**src/rtl/pe_result_collector_pkg.sv**
```systemverilog
// pe_result_collector_pkg: shared collector state encodings and counter width.
package pe_result_collector_pkg;
  localparam logic [1:0] S_IDLE = 2'd0;
  localparam logic [1:0] S_COLLECT = 2'd1;
  localparam logic [1:0] S_DRAIN = 2'd2;
  localparam logic [1:0] S_DONE = 2'd3;
  localparam int PKT_COUNT_W = 16;
endpackage

```
**src/rtl/sync_fifo.sv**
```systemverilog
// sync_fifo: first-word-fall-through FIFO with extra-MSB wrap pointers.
module sync_fifo #(
  parameter int W = 33,
  parameter int DEPTH = 16,
  localparam int AW = $clog2(DEPTH)
) (
  input  logic          clk,
  input  logic          rst,
  input  logic          wr_en,
  input  logic [W-1:0]  wr_data,
  input  logic          rd_en,
  output logic [W-1:0]  rd_data,
  output logic          full,
  output logic          empty,
  output logic [AW:0]   count
);
  logic [W-1:0] mem [DEPTH];
  logic [AW:0] wp, rp;
  assign full = (wp[AW] != rp[AW]) && (wp[AW-1:0] == rp[AW-1:0]);
  assign empty = wp == rp;
  assign count = wp - rp;
  assign rd_data = mem[rp[AW-1:0]];
  always_ff @(posedge clk)
    if (wr_en) mem[wp[AW-1:0]] <= wr_data;
  always_ff @(posedge clk) begin
    if (rst) begin
      wp <= '0;
      rp <= '0;
    end else begin
      if (wr_en) wp <= wp + 1'b1;
      if (rd_en) rp <= rp + 1'b1;
    end
  end
endmodule

```
**src/rtl/pe_result_collector.sv**
```systemverilog
// pe_result_collector: buffers PE result packets into a FIFO and streams them out until the run completes.
module pe_result_collector
  import pe_result_collector_pkg::*;
#(
  parameter int FIFO_DEPTH = 16,
  parameter int DATA_W = 32
) (
  input  logic                   clk,
  input  logic                   rst,
  input  logic [DATA_W+1:0]      pkt_in,
  input  logic                   pe_done,
  output logic                   m_valid,
  input  logic                   m_ready,
  output logic [DATA_W-1:0]      m_data,
  output logic                   m_last,
  output logic                   overflow,
  output logic [PKT_COUNT_W-1:0] pkt_count,
  output logic                   done
);
  localparam int AW = $clog2(FIFO_DEPTH);
  logic [1:0] state, nxt;
  logic full, empty, wr, rd, in_valid, in_last, cap_en;
  logic [AW:0] count;
  logic [DATA_W:0] head;
  assign in_valid = pkt_in[DATA_W+1];
  assign in_last = pkt_in[DATA_W];
  // Once pe_done is high nothing more is captured, so the FIFO only shrinks.
  assign cap_en = (state != S_DONE) && !pe_done;
  assign rd = m_valid && m_ready;
  assign wr = in_valid && cap_en && (!full || rd);
  assign m_valid = !empty;
  assign m_data = m_valid ? head[DATA_W-1:0] : '0;
  assign m_last = m_valid && (head[DATA_W] || (pe_done && count == (AW+1)'(1)));
  assign done = state == S_DONE;
  sync_fifo #(.W(DATA_W+1), .DEPTH(FIFO_DEPTH)) u_fifo (
    .clk(clk),
    .rst(rst),
    .wr_en(wr),
    .wr_data(pkt_in[DATA_W:0]),
    .rd_en(rd),
    .rd_data(head),
    .full(full),
    .empty(empty),
    .count(count)
  );
  always_comb
    nxt = state == S_IDLE    ? (pe_done ? S_DRAIN : wr ? (in_last ? S_DRAIN : S_COLLECT) : S_IDLE) :
          state == S_COLLECT ? ((pe_done || (wr && in_last)) ? S_DRAIN : S_COLLECT) :
          state == S_DRAIN   ? ((empty && !wr) ? S_DONE : S_DRAIN) : S_DONE;
  always_ff @(posedge clk) begin
    if (rst) begin
      state <= S_IDLE;
      overflow <= 1'b0;
      pkt_count <= '0;
    end else begin
      state <= nxt;
      if (in_valid && cap_en && full && !rd) overflow <= 1'b1;
      if (wr && pkt_count != '1) pkt_count <= pkt_count + 1'b1;
    end
  end
endmodule

```
**config.mk**
```make
export PLATFORM = sky130hd
export DESIGN_NAME = pe_result_collector
export DESIGN_NICKNAME = d
export VERILOG_FILES = /design/src/rtl/pe_result_collector_pkg.sv /design/src/rtl/sync_fifo.sv /design/src/rtl/pe_result_collector.sv
export SDC_FILE = /design/constraint.sdc
export NUM_CORES = 1
export LEC_CHECK = 0
export ABC_AREA = 1
export CORE_MARGIN = 2
export CORE_UTILIZATION = 25
export CTS_CLUSTER_SIZE = 14
export DETAILED_ROUTE_END_ITERATION = 12
export GPL_TIMING_DRIVEN = 0
export PLACE_DENSITY = 0.41
export SLEW_MARGIN = 0
export SYNTH_ARGS = -nofsm -noshare
export SYNTH_HDL_FRONTEND = slang
export SYNTH_SLANG_ARGS = --single-unit
```
**constraint.sdc**
```tcl
create_clock -name clk -period 4.04 [get_ports clk]
set_clock_uncertainty 0.15 [all_clocks]
set_input_delay 0.808 -clock clk [delete_from_list [all_inputs] [get_ports clk]]
set_output_delay 0.808 -clock clk [all_outputs]
set_load 0.01 [all_outputs]
```
## After elaboration in Yosys (flattened, before gate mapping)

Memories as Yosys holds them, arrays and structs flattened. A register that Yosys moved wholly into a read port is not among the register bits.
Cells that the tools add are included.
Widths: inputs -> output; s select.

| cells by class | value |
|---|---|
| multiplexer cells | 13 |
| add/sub/neg operators | 4 |
| eq/ne operators | 9 |
| reductions and logical operators | 21 |

Operator list:

| kind | number |
|---|---|
| $mux 32 | 1 |
| $add 16x1->16 const B | 1 |
| $ne 16x16->1 const B | 1 |
| $logic_and 1x1->1 | 12 |
| $mux 2 | 6 |
| $add 5x1->5 const B | 2 |
| $mux 4 | 2 |
| $eq 5x1->1 const B | 1 |
| $eq 5x5->1 | 1 |
| $logic_not 1->1 | 5 |
| $sub 5x5->5 | 1 |
| $eq 2x2->1 const B | 2 |
| $eq 4x4->1 | 1 |
| $mux 1 | 4 |
| $logic_or 1x1->1 | 3 |
| $eq 2x1->1 const B | 1 |
| $logic_not 2->1 | 1 |
| $ne 2x2->1 const B | 1 |
| $ne 1x1->1 | 1 |

| storage, ports and cells | value |
|---|---|
| word-level logic and storage cells | 53 |
| bits in registers | 29 |
| memories | 1 |
| RAM bits | 528 |
| output and inout bits | 52 |
| bits of input ports | 38 |

Memories:

| name | depth | width | read ports | clocked after Yosys merged registers in | write ports | RTL line | RTL |
|---|---|---|---|---|---|---|---|
| u_fifo.mem | 16 | 33 | 1 | 1 | 1 | sync_fifo.sv:17 | `logic [W-1:0] mem [DEPTH];` |

## Logic depth before layout (Yosys ltp)

Gate-level depths: netlist of the first run.

| logic depth | value |
|---|---|
| depth after elaboration | 11 |
| gate-level depth with buffers | 11 |
| mapped depth without buffers | 10 |

## Hierarchy

From an unflattened synthesis of the first run, not the netlist that was laid out.

| second synthesis, totals | value |
|---|---|
| cells, all modules | 2476 |
| area total of the unflattened synthesis | 24684.9 sq um |

Modules (own cells, without submodules):

| module | area an instance (sq um) | cells each | times used |
|---|---|---|---|
| sync_fifo | 23228.5 | 2227 | 1 |
| pe_result_collector | 1456.4 | 249 | 1 |

## Least setup slack after synthesis of the first run

OpenSTA, ideal clock, no wires.

| timing | value |
|---|---|
| kind | input port to flip-flop |
| start point | input pe_done |
| end point | memory u_fifo.mem[11][0] (enable) |
| stages on the path | 7 |
| path slack | 0.641 ns |
| arrival | 2.826 ns |
| required time | 3.467 ns |
| path buffers | 0 |
| cells stage by stage | clkinv_1 -> nand2_1 -> nor2_2 -> nand2_4 -> inv_2 -> nand2_1 -> nor2_1 |

| between the ends | value |
|---|---|
| cells in the longest elaborated chain, start to end | 6 |

RTL lines:

| item | RTL line | RTL |
|---|---|---|
| start, declared | pe_result_collector.sv:11 | `input logic pe_done,` |
| $logic_not 1->1 | pe_result_collector.sv:28 | `assign cap_en = (state != S_DONE) && !pe_done;` |
| $logic_and 1x1->1 | pe_result_collector.sv:28 |  |
| $logic_and 1x1->1 (2 in a row) | pe_result_collector.sv:30 | `assign wr = in_valid && cap_en && (!full \|\| rd);` |
| $mux 1 | sync_fifo.sv:24 | `if (wr_en) mem[wp[AW-1:0]] <= wr_data;` |
| $mux 1 (not written as such) | sync_fifo.sv:24 |  |
| end, declared | sync_fifo.sv:17 |  |

Every way passes these cells.

## Final worst setup path of the first run

| timing | value |
|---|---|
| start point | register u_fifo.wp[2] |
| end point | output m_data[8] |

| between the ends | value |
|---|---|
| cells in the longest elaborated chain, start to end | 2 |

RTL lines:

| item | RTL line | RTL |
|---|---|---|
| start, declared | sync_fifo.sv:18 | `logic [AW:0] wp, rp;` |
| start signal, assigned | sync_fifo.sv:30 | `if (wr_en) wp <= wp + 1'b1;` |
| $eq 5x5->1 | sync_fifo.sv:20 | `assign empty = wp == rp;` |
| $mux 32 | pe_result_collector.sv:32 | `assign m_data = m_valid ? head[DATA_W-1:0] : '0;` |
| end, declared | pe_result_collector.sv:14 | `output logic [DATA_W-1:0] m_data,` |

Every way passes these cells.

==> impl_metrics.yaml, run 1 <==
clocking:
  cts_made_buffers: 67
  clk_pin_slew_ns: 0.05
  clock-sinks: 561
  cts_tree: "built"
  h-tree-depth: 3
  clockRootBuffer: "clkbuf_16"
  cts_hold_buf: 0
  insertion_delay_ns: 0.59
  cts_buffer_depth: 3
logic_synthesis:
  yosysSeqAreaShare_pct: 71.65
  synthCells: 2039
  ys_dominant_reg_cell: "edfxtp_1"
  synth_area_leaders: "edfxtp_1, nand2_1, nand3_1"
  synth-seq-cells: 561
  synth_fp_nets: 2088
  syn_avg_cell_area_um2: 11.30
  synth_area_mm2: 0.02305
  synth_area_leader_cell: "edfxtp_1"
  yosysMostFrequentCell: "nand2_1"
  synth-warning-count: 0
  synth_top_area_share_pct: 68.79
  ys_types: 30
  synthArstFlopShare_pct: 0
  netlist_top_cells_count: "nand2_1, edfxtp_1, nand3_1"
  synth-edff-count: 528
placement:
  pre_cts_ws_ns: -0.1070
  place_congestion: 0.7854
  portBuffers: 88
  place_inst: 3334
  dp_hpwl_mm: 49.83
timing:
  maxSlewViolCount: 0
  worst_pin_slew_ns: 0.9013
  setup_slack_ns: 0.1143
  relSlewSlack_pct: 39.72
  min_period_ns: 3.926
  fmax_mhz: 254.7
  period_share_pct: 97.17
  setup_viol: 0
  final-hold-violation-count: 0
  rsz0062_at_grt: "false"
power:
  p_leak_nw: 10.10
  vdd_ir_drop_max_uv: 305.4
  pwr_density_cell_mw_per_mm2: 518.1
die:
  ios: 90
  rows: 111
  fp.dieH_um: 307.6
  dieArea_mm2: 0.09464
  die_w_um: 307.6
  initial_core_util_pct: 25.18
  core_area_mm2: 0.09152
grt:
  antenna_found_initial: 2
  grt_max_degree: 23
  grt_overflow_total: 0
  grt_pass1_vias: 15890
  grt_pass1_wl_mm: 109.6
  grtUsageTotal_pct: 15.96
final_layout:
  drive_gt1_share_pct: 11.79
  final_nets: 2269
  stdcell_count: 3451
  area_delta_synth_final_pct: 23.31
critical_path:
  worstSetupPathType: "register to output port"
  cp_max_fo: 10
  crit_path_end_kind: "output port"
  crit_path_start_kind: "register"
  critical_path_required_ns: 3.08
  arrival_ns: 2.97
min_path:
  worstHoldPathType: "register to register"
job:
  cap_viol_max_count: 0
route:
  viasPerCell: 4.604
  num_vias: 15890
  drt-initial-drc-count: 1138
  drt_wl_total_mm: 75.53
  drtPass1Iterations: 5
  post-route-drc-count: 0
  ant_nets: 0
  wl_per_cell_um: 21.89
outcome:
  status: "complete, no violations"
## through the flow
stage                     TNS [ns]  area [um2]  utilization [%]  hold WS, ns  power, mW
after CTS                        0       28290            30.91       0.3403      14.88
after floorplan                  0       23050                -       0.3245      7.847
after global routing             0       28420            31.05       0.3758      15.34
after global placement    -1049.34       25410            27.77       0.3162      8.973
final                            0       28420            31.05       0.3304      14.73
after detailed placement   -0.1753       26000            28.41       0.3134      9.003
## worst max-delay path, cell delays in order, from the launching register on
cell             delay, ns
dfxtp_1               0.46
ha_1                  0.32
nand2_1               0.14
nor2_4                0.07
nand2_2               0.13
clkinvlp_4            0.12
buf_12                0.15
buf_4                 0.21
a21oi_2               0.18
clkdlybuf4s50_1       0.56
## metal layers
layer	up-vias	global-route usage (%)	part of all wire (%)
li1	7475	-	-
met2	463	26.16	47
met3	120	2.574	5.1
met1	7827	21.53	45
met4	2	5.128	2.8
met5	-	0	0.016
## cell type report
class                   instances  area, um2
multi-input cells            1326       6115
clock buffers                  83       1779
flip-flops and latches        561      16520
fillers                      9257      63100
diodes                          1      2.502
repair buffers                112       1409
plain buffers                 116      728.2
well taps                    1186       1484
inverters                      36      140.1
clock inverters                30      247.7
## layout by cell type, fill, tap and decap left out, types with 11 or more instances in the layout
cell	netlist	final
edfxtp_1	528	528
buf_12	0	16
inv_1	31	30
buf_2	81	38
clkbuf_16	0	69
a21oi_1	52	33
clkbuf_4	0	23
a21oi_2	4	13
nand2_1	746	745
clkdlybuf4s50_1	0	77
nor2_1	52	36
dlymetal6s2s_1	0	11
o21ai_0	17	17
clkinv_1	1	15
nor2_4	1	17
buf_4	0	27
dfxtp_1	33	32
clkbuf_1	21	25
nand3_1	414	414
## cells by family after synthesis
logic type,after synthesis,share of synthesized area (%)
XOR/XNOR,8,0.3040
flip-flops,561,71.65
buffers and inverters,152,2.986
AND/OR/NAND/NOR,1234,22.78
AO/OA/AOI/OAI,73,1.650
adder cells (fa/ha/maj),11,0.6297
## power breakdown
| part | leakage [nW] | switching [mW] | total (mW) | internal (mW) |
|---|---|---|---|---|
| clock | 0.987 | 2.38 | 5.69 | 3.31 |
| sequential | 5.02 | 0.0270 | 6.43 | 6.41 |
| combinational | 4.09 | 1.73 | 2.60 | 0.871 |
## sequential cells by signal, summed over array words and instances, names as in the netlist, named ones only
register    cells
overflow        1
u_fifo.rp       5
u_fifo.wp       5
state           2
pkt_count      16
u_fifo.mem    528
## worst paths after layout
check | start | end | slack, ns | cells past startpoint
max reg2reg | u_fifo.wp[2]$_SDFFE_PP0P_ | u_fifo.mem[8][14]$_DFFE_PP_ | 0.98 | 9
max | u_fifo.wp[2]$_SDFFE_PP0P_ | m_data[8] | 0.11 | 9
min reg2reg | overflow$_SDFFE_PP0P_ | overflow$_SDFFE_PP0P_ | 0.33 | 2
min | overflow$_SDFFE_PP0P_ | overflow$_SDFFE_PP0P_ | 0.33 | 2
## what timing repair did
item / CTS / global route
endpoints found under the setup margin: 33 / 32
pin swaps: 1 / 0
buffers inserted: 3 / 0
gates resized for setup: 77 / 56
No activity file was read; power rests on OpenSTA's default activity.
==> inputs of run 2 (changes only) <==
--- a/config.mk
+++ b/config.mk
@@ -6,6 +6,7 @@
 export NUM_CORES = 1
 export LEC_CHECK = 0
 export ABC_AREA = 1
+export CAP_MARGIN = 20
 export CORE_MARGIN = 2
 export CORE_UTILIZATION = 25
 export CTS_CLUSTER_SIZE = 14
==> run 2 against run 1 <==
Net effect: sequential power about the same; register-to-register slack improved by 0.02 ns; die area unchanged; combinational power about the same; worst hold slack improved by 0.00057 ns; maximum frequency increased by 0.89%.
==> impl_metrics.yaml, run 2 (synthesis gave the netlist of run 1 again) <==
outcome:
  status: "complete, no violations"
route:
  drt-initial-drc-count: 1165
  viasPerCell: 4.584
  drtPass1Iterations: 6
  drt_wl_total_mm: 75.46
  ant_nets: 0
  num_vias: 15860
  post-route-drc-count: 0
  wl_per_cell_um: 21.81
timing:
  setup_viol: 0
  fmax_mhz: 257.0
  min_period_ns: 3.891
  final-hold-violation-count: 0
  setup_slack_ns: 0.1489
  maxSlewViolCount: 0
  relSlewSlack_pct: 41.80
  worst_pin_slew_ns: 0.8709
  period_share_pct: 96.31
final_layout:
  area_delta_synth_final_pct: 23.63
  final_nets: 2271
  largest_reg_flops: 528
  stdcell_count: 3460
  final_common_cell: "nand2_1"
  final_cell_mix: "nand2_1, edfxtp_1, nand3_1"
  fin_util_pct: 31.14
  design_area_mm2: 0.02850
  drive_gt1_share_pct: 11.97
  num-fill-cells: 9209
critical_path:
  rr_startpoint: "u_fifo.rp[2]$_SDFFE_PP0N_"
  timing.rr.end: "u_fifo.mem[8][16]$_DFFE_PP_"
  cp_cell_sequence: "inv_1, buf_2, clkbuf_4, nand3_1, nand2_1, nand2_1, a21oi_4, clkdlybuf4s50_1"
  cp_num_buf_inv: 4
  arrival_ns: 2.93
  reg2reg_slack_ns: 1.00
  worstSetupPathType: "register to output port"
  rr_worst_depth: 10
  cpMostUsedCell: "nand2_1"
  critical_path_required_ns: 3.08
  cpLargestDelayFamily: "buffers and inverters"
  cpMaxStageDelayCell: "clkdlybuf4s50_1"
  max_stage_delay_ns: 0.57
  crit_path_end_kind: "output port"
  cp_max_fo: 10
  crit_path_start_kind: "register"
die:
  initial_core_util_pct: 25.18
  core_area_mm2: 0.09152
  rows: 111
  dieArea_mm2: 0.09464
  ios: 90
  die_w_um: 307.6
  fp.dieH_um: 307.6
power:
  p_int_mw: 10.68
  switching_share_pct: 28.07
  vdd_ir_drop_max_uv: 290.0
  finalPower_mw: 14.85
  pwr-share-comb_pct: 17.4
  p_leak_nw: 10.12
  clkPwrFrac_pct: 39.3
  pwr_density_cell_mw_per_mm2: 521.2
  pwr-share-seq_pct: 43.3
  power.switching_mw: 4.168
clocking:
  clockRootBuffer: "clkbuf_16"
  h-tree-depth: 3
  cts_tree: "built"
  cts_buffer_depth: 3
  cts_made_buffers: 68
  clk_pin_slew_ns: 0.05
  clock-sinks: 561
  insertion_delay_ns: 0.60
  cts_hold_buf: 0
grt:
  grt_overflow_total: 0
  grt_pass1_vias: 15830
  grtUsageTotal_pct: 15.91
  antenna_found_initial: 3
  grt_max_degree: 23
  grt_pass1_wl_mm: 109.2
placement:
  place_congestion: 0.7854
  place_area_mm2: 0.02603
  dp_hpwl_mm: 50.20
  portBuffers: 88
  place_inst: 3336
  pre_cts_ws_ns: 0.2033
min_path:
  min_path_cells: 2
  min_to: "overflow$_SDFFE_PP0P_"
  worstHoldPathType: "register to register"
  hold_start: "overflow$_SDFFE_PP0P_"
job:
  cap_viol_max_count: 0
[run 2: changes by cell type in the layout (fill, tap and decap cells not counted), moves of 3 or more]
cell	delta
buf_4	-10
dlymetal6s2s_1	-3
a21oi_2	-3
a21oi_1	+4
buf_2	+8
clkbuf_4	-4
buf_6	+5
clkinv_2	+4
[run 2: metrics by stage]
step	setup TNS (ns)	hold WS [ns]
floorplan	0	0.3245
global placement	-1049.34	0.3162
detailed placement	0	0.3134
CTS	-0.01283	0.3402
global route	-0.008340	0.3795
finish	0	0.3310
[run 2: worst reg2reg max path: cells and delay by family, from the launching register on]
family	cells	cell delay, ns
and+or+nand+nor	6	1.40
buffers and inverters	3	0.48
DFF	1	0.35
adders and majority gates	1	0.33
[run 2: worst max path at each step]
stage | start | to | slack [ns] | cells after the start
2_1_floorplan | pe_done | u_fifo.mem[11][0]$_DFFE_PP_ | 0.64 | 7
6_report | register | m_data[31] | 0.15 | 8
5_1_grt | register | m_data[6] | -0.006 | 7
4_1_cts | register | m_data[10] | -0.01 | 9
3_5_place_dp | register | m_data[0] | 0.20 | 10
3_3_place_gp | pe_done | u_fifo.mem[8][17]$_DFFE_PP_ | -2.18 | 8
[run 2: cell type report]
type                    count  area [um2]  area share [%]
clock inverters            34       266.5          0.9352
multi-input cells        1326        6092           21.38
flip-flops and latches    561       16520           57.97
clock buffers              87        1837           6.446
well taps                1186        1484           5.207
inverters                  36       140.1          0.4918
diodes                      1       2.502        0.008782
repair buffers            114        1429           5.014
plain buffers             115       726.9           2.551
[run 2: repair_timing]
| item | CTS | global route |
|---|---|---|
| hold endpoints to repair | 0 | 0 |
| resized for setup | 66 | 55 |
| buffers inserted | 3 | 0 |
| pin swaps | 2 | 0 |
| setup endpoints to repair | 33 | 31 |
[run 2: power groups by stage]
stage / Combinational (mW) / Sequential, mW / Clock (mW)
after floorplan: 1.30 / 6.55 / 0
final: 2.59 / 6.44 / 5.83
after CTS: 2.60 / 6.43 / 5.97
after global placement: 2.42 / 6.56 / 0
after global routing: 2.84 / 6.44 / 6.20
after detailed placement: 2.45 / 6.55 / 0
[run 2: per-layer routing]
| metal | wire (um) | track usage, % | share of wire [%] | vias to the layer above |
|---|---|---|---|---|
| met4 | 1768 | 4.402 | 2.3 | 2 |
| li1 | - | - | - | 7484 |
| met3 | 3801 | 2.815 | 5.0 | 106 |
| met5 | 12 | 0 | 0.016 | - |
| met1 | 33800 | 21.26 | 45 | 7837 |
| met2 | 36080 | 26.46 | 48 | 432 |
